File: src/rtl/dlx_mem_arbiter_if.sv
// rtl/dlx_mem_arbiter_if.sv - fetch, data and memory bus bundle for dlx_mem_arbiter
interface dlx_mem_arbiter_if #(
  parameter int ADDR_W = 32,
  parameter int DATA_W = 32
);
  logic              i_req;
  logic [ADDR_W-1:0] i_address;
  logic [DATA_W-1:0] i_data_read;
  logic              i_data_valid;

  logic              d_req;
  logic [ADDR_W-1:0] d_address;
  logic [DATA_W-1:0] d_data_write;
  logic              d_write_enable;
  logic [DATA_W-1:0] d_data_read;
  logic              d_data_valid;

  logic              m_req;
  logic [ADDR_W-1:0] m_address;
  logic [DATA_W-1:0] m_data_write;
  logic              m_write_enable;
  logic [DATA_W-1:0] m_data_read;
  logic              m_data_valid;

  // Arbiter side
  modport slave (
    input  i_req, i_address,
    input  d_req, d_address, d_data_write, d_write_enable,
    input  m_data_read, m_data_valid,
    output i_data_read, i_data_valid,
    output d_data_read, d_data_valid,
    output m_req, m_address, m_data_write, m_write_enable
  );

  // Core requesters plus memory
  modport master (
    output i_req, i_address,
    output d_req, d_address, d_data_write, d_write_enable,
    output m_data_read, m_data_valid,
    input  i_data_read, i_data_valid,
    input  d_data_read, d_data_valid,
    input  m_req, m_address, m_data_write, m_write_enable
  );
endinterface

File: src/rtl/dlx_mem_arbiter.sv
// rtl/dlx_mem_arbiter.sv - round-robin arbiter sharing one memory between DLX fetch and data ports
// Optional grant watchdog enabled by defining DLX_MEM_ARB_TIMEOUT_EN.
module dlx_mem_arbiter #(
  parameter int ADDR_W  = 32,
  parameter int DATA_W  = 32,
  parameter int TIMEOUT = 255
) (
  input  logic             clk,
  input  logic             reset_n,
  dlx_mem_arbiter_if.slave bus,
  output logic             arb_busy,
  output logic             arb_err
);

  typedef enum logic [1:0] {S_IDLE, S_GRANT_I, S_GRANT_D, S_RESP} state_t;

  localparam logic [DATA_W-1:0] C_TMO_DATA = DATA_W'(32'hDEADBEEF);

  state_t            r_state;
  state_t            w_next;
  logic              r_last_d;
  logic              r_m_req;
  logic              r_m_we;
  logic [ADDR_W-1:0] r_m_addr;
  logic [DATA_W-1:0] r_m_wdata;
  logic [DATA_W-1:0] r_i_rdata;
  logic [DATA_W-1:0] r_d_rdata;
  logic              r_i_valid;
  logic              r_d_valid;
  logic              w_grant_i;
  logic              w_grant_d;
  logic              w_done;
  logic              w_tmo;
  logic              w_expired;

`ifdef DLX_MEM_ARB_TIMEOUT_EN
  localparam int CNT_W = $clog2(TIMEOUT + 1);

  logic [CNT_W-1:0] r_cnt;
  logic             r_err;

  always_ff @(posedge clk or negedge reset_n) begin
    if (!reset_n) begin
      r_cnt <= '0;
      r_err <= 1'b0;
    end else begin
      r_err <= w_tmo;
      if (w_grant_i || w_grant_d)
        r_cnt <= '0;
      else if (r_state == S_GRANT_I || r_state == S_GRANT_D)
        r_cnt <= r_cnt + CNT_W'(1);
    end
  end

  assign w_expired = (r_cnt == CNT_W'(TIMEOUT));
  assign arb_err   = r_err;
`else
  assign w_expired = 1'b0;
  assign arb_err   = 1'b0;
`endif

  always_ff @(posedge clk or negedge reset_n) begin
    if (!reset_n)
      r_state <= S_IDLE;
    else
      r_state <= w_next;
  end

  // On a tie the port not served last wins; completion beats the watchdog.
  always_comb begin
    w_next    = r_state;
    w_grant_i = 1'b0;
    w_grant_d = 1'b0;
    w_done    = 1'b0;
    w_tmo     = 1'b0;
    case (r_state)
      S_IDLE: begin
        if (bus.i_req && (!bus.d_req || r_last_d)) begin
          w_grant_i = 1'b1;
          w_next    = S_GRANT_I;
        end else if (bus.d_req) begin
          w_grant_d = 1'b1;
          w_next    = S_GRANT_D;
        end
      end
      S_GRANT_I, S_GRANT_D: begin
        if (bus.m_data_valid) begin
          w_done = 1'b1;
          w_next = S_RESP;
        end else if (w_expired) begin
          w_tmo  = 1'b1;
          w_next = S_RESP;
        end
      end
      S_RESP:  w_next = S_IDLE;
      default: w_next = S_IDLE;
    endcase
  end

  always_ff @(posedge clk or negedge reset_n) begin
    if (!reset_n) begin
      r_last_d  <= 1'b0;
      r_m_req   <= 1'b0;
      r_m_we    <= 1'b0;
      r_m_addr  <= '0;
      r_m_wdata <= '0;
      r_i_rdata <= '0;
      r_d_rdata <= '0;
      r_i_valid <= 1'b0;
      r_d_valid <= 1'b0;
    end else begin
      r_i_valid <= 1'b0;
      r_d_valid <= 1'b0;
      if (w_grant_i) begin
        r_last_d  <= 1'b0;
        r_m_req   <= 1'b1;
        r_m_addr  <= bus.i_address;
        r_m_wdata <= '0;
        r_m_we    <= 1'b0;
      end else if (w_grant_d) begin
        r_last_d  <= 1'b1;
        r_m_req   <= 1'b1;
        r_m_addr  <= bus.d_address;
        r_m_wdata <= bus.d_data_write;
        r_m_we    <= bus.d_write_enable;
      end
      if (w_done || w_tmo) begin
        r_m_req <= 1'b0;
        r_m_we  <= 1'b0;
        if (r_state == S_GRANT_I) begin
          r_i_valid <= 1'b1;
          r_i_rdata <= w_tmo ? C_TMO_DATA : bus.m_data_read;
        end else begin
          r_d_valid <= 1'b1;
          r_d_rdata <= w_tmo ? C_TMO_DATA : (r_m_we ? '0 : bus.m_data_read);
        end
      end
    end
  end

  assign bus.m_req          = r_m_req;
  assign bus.m_address      = r_m_addr;
  assign bus.m_data_write   = r_m_wdata;
  assign bus.m_write_enable = r_m_we;
  assign bus.i_data_read    = r_i_rdata;
  assign bus.i_data_valid   = r_i_valid;
  assign bus.d_data_read    = r_d_rdata;
  assign bus.d_data_valid   = r_d_valid;
  assign arb_busy           = (r_state != S_IDLE);

endmodule

File: src/flat_wrapper.sv
// flat-port wrapper written by rule: the top's interface ports become plain ports
module dlx_mem_arbiter_flat 
#(
  parameter int ADDR_W  = 32,
  parameter int DATA_W  = 32,
  parameter int TIMEOUT = 255
)
  (clk, reset_n, arb_busy, arb_err, bus_i_req, bus_i_address, bus_d_req, bus_d_address, bus_d_data_write, bus_d_write_enable, bus_m_data_read, bus_m_data_valid, bus_i_data_read, bus_i_data_valid, bus_d_data_read, bus_d_data_valid, bus_m_req, bus_m_address, bus_m_data_write, bus_m_write_enable);
  dlx_mem_arbiter_if #(.ADDR_W(ADDR_W), .DATA_W(DATA_W)) bus_i ();
  input  logic clk;
  input  logic reset_n;
  output logic arb_busy;
  output logic arb_err;
  input wire logic [$bits(bus_i.i_req)-1:0] bus_i_req;
  input wire logic [$bits(bus_i.i_address)-1:0] bus_i_address;
  input wire logic [$bits(bus_i.d_req)-1:0] bus_d_req;
  input wire logic [$bits(bus_i.d_address)-1:0] bus_d_address;
  input wire logic [$bits(bus_i.d_data_write)-1:0] bus_d_data_write;
  input wire logic [$bits(bus_i.d_write_enable)-1:0] bus_d_write_enable;
  input wire logic [$bits(bus_i.m_data_read)-1:0] bus_m_data_read;
  input wire logic [$bits(bus_i.m_data_valid)-1:0] bus_m_data_valid;
  output wire logic [$bits(bus_i.i_data_read)-1:0] bus_i_data_read;
  output wire logic [$bits(bus_i.i_data_valid)-1:0] bus_i_data_valid;
  output wire logic [$bits(bus_i.d_data_read)-1:0] bus_d_data_read;
  output wire logic [$bits(bus_i.d_data_valid)-1:0] bus_d_data_valid;
  output wire logic [$bits(bus_i.m_req)-1:0] bus_m_req;
  output wire logic [$bits(bus_i.m_address)-1:0] bus_m_address;
  output wire logic [$bits(bus_i.m_data_write)-1:0] bus_m_data_write;
  output wire logic [$bits(bus_i.m_write_enable)-1:0] bus_m_write_enable;
  assign bus_i.i_req = bus_i_req;
  assign bus_i.i_address = bus_i_address;
  assign bus_i.d_req = bus_d_req;
  assign bus_i.d_address = bus_d_address;
  assign bus_i.d_data_write = bus_d_data_write;
  assign bus_i.d_write_enable = bus_d_write_enable;
  assign bus_i.m_data_read = bus_m_data_read;
  assign bus_i.m_data_valid = bus_m_data_valid;
  assign bus_i_data_read = bus_i.i_data_read;
  assign bus_i_data_valid = bus_i.i_data_valid;
  assign bus_d_data_read = bus_i.d_data_read;
  assign bus_d_data_valid = bus_i.d_data_valid;
  assign bus_m_req = bus_i.m_req;
  assign bus_m_address = bus_i.m_address;
  assign bus_m_data_write = bus_i.m_data_write;
  assign bus_m_write_enable = bus_i.m_write_enable;
  dlx_mem_arbiter #(.ADDR_W(ADDR_W), .DATA_W(DATA_W), .TIMEOUT(TIMEOUT)) u_core (.clk(clk), .reset_n(reset_n), .bus(bus_i), .arb_busy(arb_busy), .arb_err(arb_err));
endmodule
File: config.mk
export PLATFORM = sky130hd
export DESIGN_NAME = dlx_mem_arbiter_flat
export DESIGN_NICKNAME = d
export VERILOG_FILES = /design/src/rtl/dlx_mem_arbiter_if.sv /design/src/rtl/dlx_mem_arbiter.sv /design/src/flat_wrapper.sv
export SDC_FILE = /design/constraint.sdc
export NUM_CORES = 1
export LEC_CHECK = 0
export BUFFER_PORTS_ARGS = -buffer_cell sky130_fd_sc_hd__buf_4
export CORE_UTILIZATION = 42
export DETAILED_ROUTE_END_ITERATION = 16
export HOLD_SLACK_MARGIN = 0.15
export PLACE_DENSITY = 0.87
export SYNTH_ARGS = -nofsm -noshare
export SYNTH_HDL_FRONTEND = slang
export SYNTH_SLANG_ARGS = --single-unit
export TNS_END_PERCENT = 30
File: constraint.sdc
create_clock -name clk -period 1.56 [get_ports clk]
set_input_delay 0.156 -clock clk [delete_from_list [all_inputs] [get_ports clk]]
set_output_delay 0.156 -clock clk [all_outputs]
set_load 0.02 [all_outputs]
### Yosys cells after proc, flatten, opt, wreduce, memory -nomap -nowiden

Cells that the tools add are included.

| storage, ports and cells | value |
|---|---|
| flip-flop bits (word level) | 135 |
| input port bits | 134 |
| output and inout bits | 134 |
| logic and storage cells | 54 |

| cells by class | value |
|---|---|
| equal/unequal tests | 5 |
| muxes and demuxes | 27 |
| bitwise gates (word level) | 1 |
| reductions and logical operators | 11 |

Operators with widths:

| operator | number |
|---|---|
| 2-to-1 mux 32 bit | 5 |
| 2-to-1 mux 1 bit | 18 |
| 2-to-1 mux 2 bit | 3 |
| case mux 2 bit (3 select lines) | 1 |
| AND reduction 2 bit | 3 |
| == test 2 bit (second input constant) | 2 |
| nonzero test 2 bit | 2 |
| inequality test 3 x 2 -> 1 bit (second input constant) | 1 |
| nonzero test 3 bit | 1 |
| == test 2 x 1 -> 1 bit (second input constant) | 1 |
| logical NOT 2 bit | 1 |
| inequality test 2 bit (second input constant) | 1 |
| OR reduction 2 bit | 1 |
| logical AND 1 bit | 1 |
| logical NOT 1 bit | 1 |
| logical OR 1 bit | 1 |
| NOT 1 bit | 1 |

### Depth between registers and ports, before layout

| logic depth | value |
|---|---|
| depth after elaboration | 8 |
| mapped depth | 8 |
| depth with buffers taken out | 5 |

### Least setup slack after synthesis

Ideal clock, no wire load.

| path | value |
|---|---|
| path kind | reg-to-reg |
| start point | register u_core.r_state[0] |
| end point | register u_core.r_i_rdata[0] (netlist: u_core.bus.i_data_read[0]) |
| library setup time | 0.125 ns |
| arrival | 1.449 ns |
| required time | 1.435 ns |
| path slack | -0.014 ns |
| cell stages (with the launch flop) | 7 |
| buffers on the path | 2 |
| period minus slack after synthesis | 1.574 ns |
| cell sequence | dfrtp_1 -> inv_1 -> ha_1 -> buf_2 -> nand3_2 -> buf_2 -> mux2_2 |

| on the way | value |
|---|---|
| word-level cells in the longest chain between the ends | 4 |
| elaborated cells on any way between the ends | 5 |
| those cells by class | 2 x eq/ne; 1 x mux; 2 x reduce/logical |

RTL lines:

| what | line | RTL |
|---|---|---|
| start, declared | dlx_mem_arbiter.sv:19 | `state_t r_state;` |
| start signal, assigned | dlx_mem_arbiter.sv:66 | `r_state <= w_next;` |
| == test 2 bit / == test 2 x 1 -> 1 bit (equally long branches) | dlx_mem_arbiter.sv:76, dlx_mem_arbiter.sv:130 |  |
| OR reduction 2 bit | dlx_mem_arbiter.sv:76 | `case (r_state)` |
| 2-to-1 mux 1 bit | dlx_mem_arbiter.sv:76 |  |
| AND reduction 2 bit (no line) (*) | - |  |
| end signal, assigned | dlx_mem_arbiter.sv:132 | `r_i_rdata <= w_tmo ? C_TMO_DATA : bus.m_data_read;` |
| end, declared | dlx_mem_arbiter.sv:26 | `logic [DATA_W-1:0] r_i_rdata;` |

Mark *: on every way between the ends. The rest lies on a longest branch, timed or not.
A chain may end at the register's enable or synchronous reset.

### Worst setup path in the final report

| path | value |
|---|---|
| start point | register u_core.r_state[0] |
| end point | register u_core.r_d_rdata[25] (netlist: u_core.bus.d_data_read[25]) |

| on the way | value |
|---|---|
| word-level cells in the longest chain between the ends | 4 |
| elaborated cells on any way between the ends | 6 |
| those cells by class | 2 x eq/ne; 1 x mux; 1 x bitwise; 2 x reduce/logical |

RTL lines:

| what | line | RTL |
|---|---|---|
| == test 2 bit / == test 2 x 1 -> 1 bit (equally long branches) | dlx_mem_arbiter.sv:76, dlx_mem_arbiter.sv:130 |  |
| OR reduction 2 bit | dlx_mem_arbiter.sv:76 |  |
| 2-to-1 mux 1 bit | dlx_mem_arbiter.sv:76 |  |
| AND reduction 2 bit (no line) (*) | - |  |
| end signal, assigned | dlx_mem_arbiter.sv:135 | `r_d_rdata <= w_tmo ? C_TMO_DATA : (r_m_we ? '0 : bus.m_data_read);` |
| end, declared | dlx_mem_arbiter.sv:27 | `logic [DATA_W-1:0] r_d_rdata;` |

Marks and branches as above.

==> metrics.csv <==
metric,value,unit
clockBufferDepth,2,
grt_pass1_vias,6100,
crit_chain,"buf_4, ha_4, nand3b_1, buf_4, clkbuf_16, nand2_1, o21ai_0",
synth_edf_count,0,
dpl.hpwl,11.68,mm
worst_setup_path_start_kind,flop,
timing.final.crit_share,100.5,%
syn_inst,464,
ant_nets,0,
r2r-end,u_core.bus.d_data_read[25]$_DFFE_PN0P_,
ys_seq_area_share,59.89,%
crit_top_cell,buf_4,
synth_async_sr_flop_share,100.0,%
drt-total-wl,21.33,mm
globalRoute.busiestLayer,met2,
vdd_drop_max,0.9772,mV
violations,negative setup slack,
outcome,"finished, violations left",
final_nets,998,
placementRows,41,
cts_buffers,17,
clock_latency,410,ps
ys_ff_latch,135,
grt_pass1_wl,32.63,mm
maxSlewViolCount,0,
period_needed,1567,ps
grtUsageMet3,7.074,%
reg2regPathDepth,7,
cts_root_buf,clkbuf_16,
setup_tns,-7.278,ps
fin_ws,-7.278,ps
drc_errors,0,
r2r_slack,-7,ps
place_area,7964,µm²
design_area,9993,µm²
cts.clk_slew.worst_paths,60,ps
wire_per_inst,20.31,µm
area_delta_synth_final,77.17,%
path_max_fanout,32,
grt_use_met1,35.27,%
drt_iter0_drc,489,
fill_cells,698,
finClkSkew,10.54,ps
crit_path_end_kind,flop,
grt_usage,30.16,%
yosysMostFrequentCell,dfrtp_1,
antenna_found_initial,3,
vias,5794,
die_h,117.9,µm
gr-usage-met2,51.95,%
syn_nets,600,
syn_area_per_cell,12.16,µm²
maxClockFrequency,638.0,MHz
portBuffers,266,
gp_congestion,0.8529,
core_area,12880,µm²
die_x,117.9,µm
critPathMaxStageDelay,380,ps
worst-setup-path-type,reg2reg,
yosys.area.top_type,dfrtp_1,
grt_start_max_net_pins,66,
io_pins,268,
dieArea,13900,µm²
required,1830,ps
start_util,43.81,%
cts_tree,done,
h-tree-depth,4,
first_pass_iters,7,
ys_warn_count,0,
finalPower,0.02092,W
critical-path-slowest-cell,dfrtp_1,
drv_cap,0,
via_per_inst,5.518,
clock-sinks,135,
synth_common_cells,"dfrtp_1 (135), nand2_1 (65), a22o_1 (64)",
leakage,4.898,nW
hold_viol_final,0,
startpoint,u_core.r_state[0]$_DFFE_PN0P_,
overflow,0,
power_density,2093,nW/µm²
crit_path_end,u_core.bus.d_data_read[25]$_DFFE_PN0P_,
netlist-cell-type-count,31,
arrival,1830,ps
r2r_start,u_core.r_state[0]$_DFFE_PN0P_,
hold_class,in2reg,
synth_ff_type,dfrtp_1,
setup_viol,1,
netlist.area_leader.share,59.89,%
drive_above_1_share,40.57,%
ys_top_cells_by_area,"dfrtp_1 (60%), a22o_1 (9.9%), o2bb2ai_1 (5.0%), mux2_2 (4.4%), nand2_1 (4.3%)",
synth_area,5640,µm²
-- where the power goes --
| part | internal, W | total, W | switching [W] |
|---|---|---|---|
| Sequential | 0.00522 | 0.00637 | 0.00115 |
| Clock | 0.00258 | 0.00413 | 0.00155 |
| Combinational | 0.00479 | 0.0104 | 0.00562 |
| Total | 0.0126 | 0.0209 | 0.00833 |
-- through the flow --
stage / hold slack [ps] / cells / util [%] / setup slack, ps
3_3_place_gp: 107.4 / 881 / 61.85 / 49.65
4_1_cts: 181.2 / 1043 / 76.87 / 3.045
3_5_place_dp: 111.2 / 881 / 61.85 / -52.50
6_report: 199.8 / 1050 / 77.61 / -7.278
5_1_grt: 183.5 / 1050 / 77.61 / -18.31
2_1_floorplan: -139.6 / 464 / - / -13.25
-- layout make-up --
cell class              instances  area [µm²]  area share [%]
well taps                     172       215.2           2.153
clock inverters                13       171.4           1.715
repair buffers                422        3682           36.85
inverters                       8       30.03          0.3005
clock buffers                  19       442.9           4.432
diodes                          3       7.507         0.07512
flip-flops and latches        135        3378           33.80
multi-input cells             278        2066           20.67
-- per-layer routing --
metal	vias up	wire, µm
met5	-	0
met3	85	1616
li1	2478	-
met4	0	951
met2	391	10810
met1	2840	7947
-- cells in the final DEF (no fill, tap or decap), drive strengths merged, types with 2 or more instances in the layout --
| cell | count |
|---|---|
| inv | 11 |
| bufinv | 3 |
| o32a | 2 |
| clkbuf | 21 |
| buf | 290 |
| o2bb2ai | 32 |
| clkinv | 3 |
| nand2 | 66 |
| mux2i | 2 |
| a22o | 64 |
| mux2 | 32 |
| diode | 3 |
| dlygate4sd3 | 130 |
| a21oi | 2 |
| nor2 | 2 |
| dfrtp | 135 |
| ha | 2 |
| o21bai | 32 |
| clkinvlp | 4 |
| o21ai | 33 |
-- how the worst min path moves through the flow --
stage | startpoint | end | slack [ps] | cells after the start
2_1_floorplan | reset_n | u_core.bus.d_data_read[0]$_DFFE_PN0P_ | -140 | 0
3_3_place_gp | reset_n | u_core.bus.d_data_read[12]$_DFFE_PN0P_ | 110 | 1
3_5_place_dp | reset_n | u_core.bus.d_data_read[12]$_DFFE_PN0P_ | 110 | 1
4_1_cts | bus_d_write_enable | u_core.bus.m_write_enable$_DFFE_PN0P_ | 180 | 4
5_1_grt | bus_d_write_enable | u_core.bus.m_write_enable$_DFFE_PN0P_ | 180 | 4
6_report | bus_d_write_enable | u_core.bus.m_write_enable$_DFFE_PN0P_ | 200 | 4
-- state kept, by name, summed over array words and instances (netlist names) --
signal	count
u_core.bus.m_data_write	32
u_core.r_last_d	1
u_core.bus.m_address	32
u_core.bus.i_data_valid	1
u_core.bus.d_data_read	32
u_core.bus.m_req	1
u_core.bus.d_data_valid	1
u_core.r_state	2
u_core.bus.i_data_read	32
u_core.bus.m_write_enable	1
-- logic make-up after synthesis --
group | count (synthesis) | share of synthesized area, %
buf+inv | 51 | 4.459
flops | 135 | 59.89
other cells | 1 | 0.06648
compound gates | 169 | 23.16
mux | 34 | 6.744
fa+ha+maj | 2 | 0.4436
simple gates | 72 | 5.235
-- what timing repair did --
item | in CTS | in global routing
pin swaps | 0 | 1
gates resized for setup | 5 | 6
endpoints found under the setup margin | 74 | 132
endpoints found under the hold margin | 265 | 0
cloned | 0 | 2
buffers inserted | 0 | 2
hold buffers | 130 | 0
-- critical path, delay by kind of cell, from the launching register on --
kind                       cells  cell delay, ps
and+or+nand+nor                2             240
buffers and inverters          3             540
adders and majority gates      1             170
DFF                            1             380
AOI/OAI and AO/OA              1             100
No activity file was read; power rests on OpenSTA's default activity.
